File: src/rtl/rr_priority_arbiter.sv
// N-way request arbiter with a registered one-hot grant and binary index.
// Supports fixed (MSB-first) or round-robin priority, grant locking and an optional hold watchdog.
module rr_priority_arbiter #(
  parameter  int IN_WIDTH  = 32,
  parameter  int MAX_HOLD  = 0,
  localparam int OUT_WIDTH = $clog2(IN_WIDTH),
  localparam int HOLD_W    = (MAX_HOLD == 0) ? 1 : $clog2(MAX_HOLD + 1)
) (
  input  logic                 clk,
  input  logic                 rst_n,
  input  logic                 mode,
  input  logic [IN_WIDTH-1:0]  in,
  input  logic                 release_i,
  output logic [IN_WIDTH-1:0]  grant,
  output logic [OUT_WIDTH-1:0] out,
  output logic                 valid,
  output logic                 timeout
);

  typedef enum logic {IDLE, BUSY} state_t;

  localparam logic [OUT_WIDTH-1:0] PTR_TOP   = OUT_WIDTH'(IN_WIDTH - 1);
  localparam logic [HOLD_W-1:0]    HOLD_MAX  = HOLD_W'(MAX_HOLD);
  localparam logic [HOLD_W-1:0]    HOLD_LAST = HOLD_W'((MAX_HOLD == 0) ? 0 : MAX_HOLD - 1);
  localparam logic [IN_WIDTH-1:0]  ONE_HOT0  = IN_WIDTH'(1);

  state_t               state;
  logic [OUT_WIDTH-1:0] rr_ptr;
  logic [HOLD_W-1:0]    hold_cnt;

  logic [IN_WIDTH-1:0]  rr_mask;
  logic [IN_WIDTH-1:0]  rr_masked;
  logic [OUT_WIDTH-1:0] winner;
  logic                 wd_hit;
  logic                 free_now;

  // Index of the highest set bit; 0 for an all-zero vector.
  function automatic logic [OUT_WIDTH-1:0] msb_index(input logic [IN_WIDTH-1:0] v);
    msb_index = '0;
    for (int i = 0; i < IN_WIDTH; i++) begin
      if (v[i]) msb_index = OUT_WIDTH'(i);
    end
  endfunction

  // Round-robin search rr_ptr downward with wrap: requests at or below the pointer
  // take precedence; if none, the plain MSB-first pick covers the wrapped part.
  always_comb begin
    // NOTE: every combinational output gets a default first so no path leaves it unassigned (no latch).
    rr_mask = '0;
    for (int i = 0; i < IN_WIDTH; i++) begin
      rr_mask[i] = (OUT_WIDTH'(i) <= rr_ptr);
    end
    rr_masked = in & rr_mask;
    if (mode && (rr_masked != '0)) winner = msb_index(rr_masked);
    else                           winner = msb_index(in);
  end

  assign wd_hit   = (MAX_HOLD != 0) && (hold_cnt == HOLD_LAST);
  assign free_now = release_i || !in[out] || wd_hit;

  always_ff @(posedge clk or negedge rst_n) begin
    // NOTE: sequential state uses non-blocking assignments so every register samples pre-edge values.
    if (!rst_n) begin
      state    <= IDLE;
      rr_ptr   <= PTR_TOP;
      hold_cnt <= '0;
      grant    <= '0;
      out      <= '0;
      valid    <= 1'b0;
      timeout  <= 1'b0;
    end else begin
      timeout <= 1'b0;
      case (state)
        IDLE: begin
          if (in != '0) begin
            state    <= BUSY;
            grant    <= ONE_HOT0 << winner;
            out      <= winner;
            valid    <= 1'b1;
            hold_cnt <= '0;
            // The served requester drops to lowest priority.
            rr_ptr   <= (winner == '0) ? PTR_TOP : winner - OUT_WIDTH'(1);
          end
        end
        BUSY: begin
          if (hold_cnt != HOLD_MAX) hold_cnt <= hold_cnt + HOLD_W'(1);
          if (free_now) begin
            state   <= IDLE;
            grant   <= '0;
            out     <= '0;
            valid   <= 1'b0;
            timeout <= wd_hit;
          end
        end
        default: state <= IDLE;
      endcase
    end
  end

endmodule

File: config.mk
export PLATFORM = sky130hd
export DESIGN_NAME = rr_priority_arbiter
export DESIGN_NICKNAME = d
export VERILOG_FILES = /design/src/rtl/rr_priority_arbiter.sv
export SDC_FILE = /design/constraint.sdc
export NUM_CORES = 1
export LEC_CHECK = 0
export ABC_AREA = 1
export CAP_MARGIN = 15
export CORE_MARGIN = 3
export CORE_UTILIZATION = 50
export CTS_CLUSTER_DIAMETER = 150
export CTS_CLUSTER_SIZE = 12
export DETAILED_ROUTE_END_ITERATION = 6
export PLACE_DENSITY = 0.79
export SYNTH_ARGS = -nofsm -noshare
export SYNTH_HDL_FRONTEND = slang
export SYNTH_SLANG_ARGS = --single-unit
File: constraint.sdc
create_clock -name clk -period 3.3 [get_ports clk]
set_input_delay 0.66 -clock clk [delete_from_list [all_inputs] [get_ports clk]]
set_output_delay 0.66 -clock clk [all_outputs]
set_load 0.1 [all_outputs]
* Word-level counts from Yosys, hierarchy flattened *
Index checks and enable logic that the tools add are counted.

cells by class
  add/subtract/negate cells = 1
  multiply operators = 0
  div/mod/pow operators = 0
  order comparisons = 33
  equality and inequality tests = 2
  shift-type cells = 1
  muxes and demuxes = 78
  bitwise gates (word level) = 2
  reduce and logical (&&, ||, !) cells = 8

operator list
  operator                number
  $mux W5                 63
  $le A5 B5 Y1 const A    16
  $mux W32                2
  $pmux W32 S2            1
  $reduce_bool A32 Y1     2
  $le A4 B5 Y1 const A    8
  $and A32 B32 Y32        1
  $shl A1 B5 Y32 const A  1
  $le A3 B5 Y1 const A    4
  $le A1 B5 Y1 const A    2
  $le A2 B5 Y1 const A    2
  $pmux W5 S2             1
  $mux W1                 7
  $lt A5 B6 Y1 const B    1
  $bmux W1 S5             1
  $logic_not A5 Y1        1
  $sub A5 B1 Y5 const B   1
  $pmux W1 S2             2
  $reduce_and A2 Y1       2
  $mux W2                 1
  $ne A2 B1 Y1 const B    1
  $ne A2 B2 Y1 const B    1
  $logic_and A1 B1 Y1     1
  $logic_not A1 Y1        1
  other kinds (2)         2

storage, ports and cells
  flip-flop bits (word level) = 44
  latch bits = 0
  bits in writable memories = 0
  bits in read-only memories = 0
  input bits = 36
  output and inout bits = 39
  logic and storage cells = 130
  memories kept = 0

* Depth between registers and ports, before layout *
  depth after elaboration = 37
  depth in mapped cells = 41
  depth with buffers taken out = 40

* Worst setup path before layout *
No wires, ideal clock.

  kind = input to register
  start point = input in[2]
  end point = register rr_ptr[3]
  setup time = 0.082 ns
  arrival = 2.978 ns
  data required time = 3.218 ns
  setup slack = 0.240 ns
  stages on the path = 30
  buffers on the path = 0
  cells stage by stage = inv_1 -> nand2_1 -> nand2_1 -> a21oi_1 -> o21ai_0 -> a21oi_1 -> o21ai_0 -> a21oi_1 -> o21ai_0 -> nand2_1 -> nand2_1 -> nand2_1 -> nand2_1 -> nand2_1 -> nand2_1 -> nand2_1 -> nand2_1 -> nand2_1 -> nand2_1 -> nand2_1 -> nand2_1 -> a21oi_1 -> o21ai_0 -> nand2_4 -> ha_1 -> nand2_2 -> a21oi_2 -> nand2_1 -> o21a_1 -> nand3_1

on the way
  longest elaborated chain between the ends = 34
  elaborated cells on any way between the ends = 69
  those cells by class = add/sub (1); mux (62); bitwise (1); reduce/logical (5)

ends and longest elaborated chain
  what                                               RTL line  source
  from (decl)                                        12        input logic [IN_WIDTH-1:0] in,
  $and A32 B32 Y32                                   53        rr_masked = in & rr_mask;
  $mux W2                                            41        if (v[i]) msb_index = OUT_WIDTH'(i);
  $mux W5 (29 in a row)                              41
  $mux W5                                            54        if (mode && (rr_masked != '0)) winner = msb_index(rr_masked);
  $sub A5 B1 Y5 or $logic_not A5 Y1 (tied branches)  82        rr_ptr <= (winner == '0) ? PTR_TOP : winner - OUT_WIDTH'(1);
  $mux W5                                            82
  to (signal assigned)                               82
  to (decl)                                          28        logic [OUT_WIDTH-1:0] rr_ptr;

Parallel ways exist; a longest one is shown, timed or not.
A chain may end at the register's enable or synchronous reset.

* Final worst setup path *
  start point = register rr_ptr[2]
  end point = register grant[15]

on the way
  longest elaborated chain between the ends = 37
  elaborated cells on any way between the ends = 70
  those cells by class = order compare (32); shift (1); mux (34); bitwise (1); reduce/logical (2)

ends and longest elaborated chain
  what                   RTL line  source
  $le A1 B5 Y1           51        rr_mask[i] = (OUT_WIDTH'(i) <= rr_ptr);
  $and A32 B32 Y32 (*)   53
  $mux W1                41
  $mux W2                41
  $mux W5 (29 in a row)  41
  $mux W5 (*)            54
  $shl A1 B5 Y32 (*)     77        grant <= ONE_HOT0 << winner;
  $mux W32 (*)           75        if (in != '0) begin
  $pmux W32 S2 (*)       73        case (state)
  to (signal assigned)   77
  to (decl)              14        output logic [IN_WIDTH-1:0] grant,

Every way passes the cells marked *; elsewhere a longest branch is shown, timed or not. The select of a mux whose other input is x is not followed.

==> results.json <==
{
  "status": "finished, violations left",
  "violations": "negative setup slack",
  "seq_area_frac_synth": 0.339,
  "path_clk_slew_ps": 90,
  "grt_pass1_wl_mm": 17.3,
  "clock_skew_ps": 6.65,
  "hold_start": "grant[21]",
  "power.switching_mw": 2.47,
  "fin_area_mm2": 0.00460,
  "synth_top_area_cell": "dfrtp_1",
  "antenna_cells": 0,
  "viasPerCell": 5.72,
  "pwr-share-clk": 0.102,
  "ctsHoldBuffers": 0,
  "worstMarginPinSlew_ps": 954,
  "p_sw_frac": 0.569,
  "grt_max_degree": 45,
  "dp.cells": 661,
  "syn_to_final_growth_pct": 40.8,
  "synth.area.top_cells": "dfrtp_1 30%, nand2_1 16%, o21ai_0 9.5%, nand3_1 6.4%, inv_1 6.2%",
  "rsz0062_at_grt": "true",
  "critPathRequiredTime_ps": 3520,
  "hold_viol": 0,
  "synth_top_area_share": 0.299,
  "whs_ps": 498,
  "cts_sinks": 44,
  "synth-seq-cells": 44,
  "avgSynthCellArea_um2": 6.72,
  "power_density_mw_per_mm2": 941,
  "crit_arrival_ps": 3530,
  "die_h_um": 86.8,
  "start_util": 0.533,
  "nets": 643,
  "slowest_delay_ps": 680,
  "p_leak_nw": 2.24,
  "r2r_slack_ps": -10,
  "synth_compound_area_frac": 0.210,
  "synth_fa_ha_area_frac": 0.0191,
  "core_area_mm2": 0.00613,
  "syn_area_mm2": 0.00327,
  "die-area_mm2": 0.00754,
  "comb_power_share": 0.700,
  "multi_input_area_mm2": 0.00200,
  "totalPowerFinal_mw": 4.33,
  "r2r_end": "grant[15]",
  "antenna_found_initial": 0,
  "vias": 3879,
  "critPathMostFrequentCell": "nand2_1",
  "setup_viol": 2,
  "cp_slowest_cell": "dfstp_2",
  "die_w_um": 86.8,
  "synth_xor_xnor_area_share": 0.00268,
  "dp.final_hpwl_mm": 8.36,
  "synth.most_common_cell": "nand2_1",
  "synthSimpleGateAreaFrac": 0.332,
  "slew_violations": 0,
  "drt_wl_total_mm": 11.3,
  "detail-route-antenna-nets": 0,
  "cts_inserted_buffers": 5,
  "initialDrtViolationCount": 302,
  "period_share": 1.00,
  "grt_overflow_total": 0,
  "ir_drop_v": 0.00102,
  "synth_ff_type": "dfrtp_1",
  "setup_ws_ps": -12.4,
  "r2r_cells": 35,
  "grt_use_total": 0.293,
  "clock_path_buffers": 2,
  "post-route-min-period_ps": 3310,
  "p_int_mw": 1.87,
  "firstDrtPassIters": 5,
  "synthMuxAreaShare": 0,
  "critical_path_peak_fanout": 5,
  "std_cell_rows": 28,
  "syn_inst": 486,
  "layout-drive-gt1-share": 0.267,
  "nFillCells": 490,
  "ys_warn_count": 0,
  "cts_root_buf": "clkbuf_8",
  "h-tree-depth": 2,
  "slew-limit-headroom": 0.364,
  "hold_class": "flip-flop to flip-flop",
  "gp_congestion": 0.952,
  "cts_tree": "yes",
  "syn_nets": 527,
  "maxCapViolCount": 0,
  "drc_errors": 0,
  "hold-path-cell-count": 2,
  "grt_pass1_vias": 3533,
  "synth_top_family_by_area": "simple AND/OR/NAND/NOR gates",
  "synthArstFlopShare": 1.00,
  "tns_ps": -18.8,
  "wl_per_cell_um": 16.7,
  "ios": 75,
  "synth_common_cells": "140 x nand2_1, 62 x o21ai_0, 54 x inv_1, 42 x nand3_1, 39 x dfrtp_1",
  "seq_area_mm2": 0.00111,
  "placedInstanceArea_mm2": 0.00425,
  "ys_types": 47,
  "whs_endpoint": "grant[21]",
  "portBuffers": 73,
  "rr_startpoint": "rr_ptr[2]",
  "seqPwrFrac": 0.199,
  "path_class": "flip-flop to flip-flop",
  "fmax_ghz": 0.302,
  "startpoint_type": "flip-flop",
  "endpoint_kind": "flip-flop",
  "synth-edff-count": 0,
  "final_cells": 678,
  "insertion_delay_ps": 290
}
per-layer routing:
| layer | global-route usage | part of all wire | wire, um |
|---|---|---|---|
| met1 | 0.426 | 0.44 | 4970 |
| met2 | 0.458 | 0.46 | 5280 |
| met4 | 0.0538 | 0.016 | 186 |
| met3 | 0.0561 | 0.081 | 921 |
| met5 | 0 | 0 | 0 |
placed cells by master, fill, tap and decap left out, types with 2 or more instances in the layout:
master | netlist | final
buf_4 | 1 | 83
nand3_2 | 1 | 7
nor3_1 | 3 | 2
nor3_2 | 4 | 4
dlygate4sd2_1 | 0 | 5
clkdlybuf4s50_1 | 0 | 29
nor2_1 | 30 | 29
ha_4 | 0 | 2
nor2_4 | 3 | 6
dfrtp_1 | 39 | 39
nand2_1 | 140 | 134
ha_2 | 0 | 2
o22ai_1 | 4 | 4
buf_6 | 2 | 2
o21ai_0 | 62 | 37
inv_1 | 54 | 53
o21ai_1 | 4 | 23
o21ai_4 | 2 | 2
inv_4 | 1 | 2
inv_2 | 6 | 6
a211oi_1 | 3 | 3
nand3_1 | 42 | 35
buf_12 | 0 | 2
o21ai_2 | 1 | 7
a21oi_1 | 24 | 23
clkbuf_8 | 0 | 6
nand2_4 | 2 | 4
dfstp_2 | 5 | 5
o211ai_1 | 5 | 5
clkinv_4 | 1 | 2
nor4_1 | 7 | 7
nand2_2 | 4 | 8
flip-flops by register name, summed over array words and instances, names as in the netlist:
name	cells
state	1
rr_ptr	5
out	5
grant	32
valid	1
power groups by stage:
stage	Combinational [mW]	Clock (mW)	Sequential, mW
final	3.03	0.441	0.861
after global routing	3.25	0.464	0.870
after CTS	2.81	0.438	0.839
after detailed placement	2.74	0	0.855
after global placement	2.71	0	0.852
after floorplan	1.33	0	1.41
worst max-delay path, delay by kind of cell (launching register included):
kind	cells	cell delay, ps
simple gates	30	1970
compound gates	1	170
flops	1	680
buf+inv	3	200
fa+ha+maj	1	230
kinds of logic after synthesis:
group	count (synthesis)
buffers and inverters	76
AND/OR/NAND/NOR	243
XOR/XNOR	1
other	1
flip-flops	44
AO/OA/AOI/OAI	116
adder cells (fa/ha/maj)	5
final cells by class:
class,instances,area share
clock buffers,6,0.0179
inverters,63,0.0546
multi-input cells,366,0.435
repair buffers,122,0.223
well taps,75,0.0204
clock inverters,2,0.00843
flip-flops and latches,44,0.241
per-stage QoR:
stage,setup slack [ps],utilization
final,-12.4,0.751
after global routing,-446,0.751
after CTS,9.94,0.722
after detailed placement,-626,0.693
after global placement,-448,0.693
after floorplan,240,-
what timing repair did:
action                     4_1_cts  5_1_grt
gates resized for setup         23       47
setup buffers                    3        6
pin swaps                       10        8
setup endpoints to repair       38       38
worst max path at each step:
stage / from / to / slack (ps)
finish: rr_ptr[2] / grant[15] / -10
global route: rr_ptr[1] / rr_ptr[4] / -450
CTS: rr_ptr[1] / rr_ptr[3] / 10
detailed placement: in[2] / grant[25] / -630
global placement: in[2] / rr_ptr[3] / -450
floorplan: in[2] / rr_ptr[3] / 240
No activity file was read; power rests on OpenSTA's default activity.
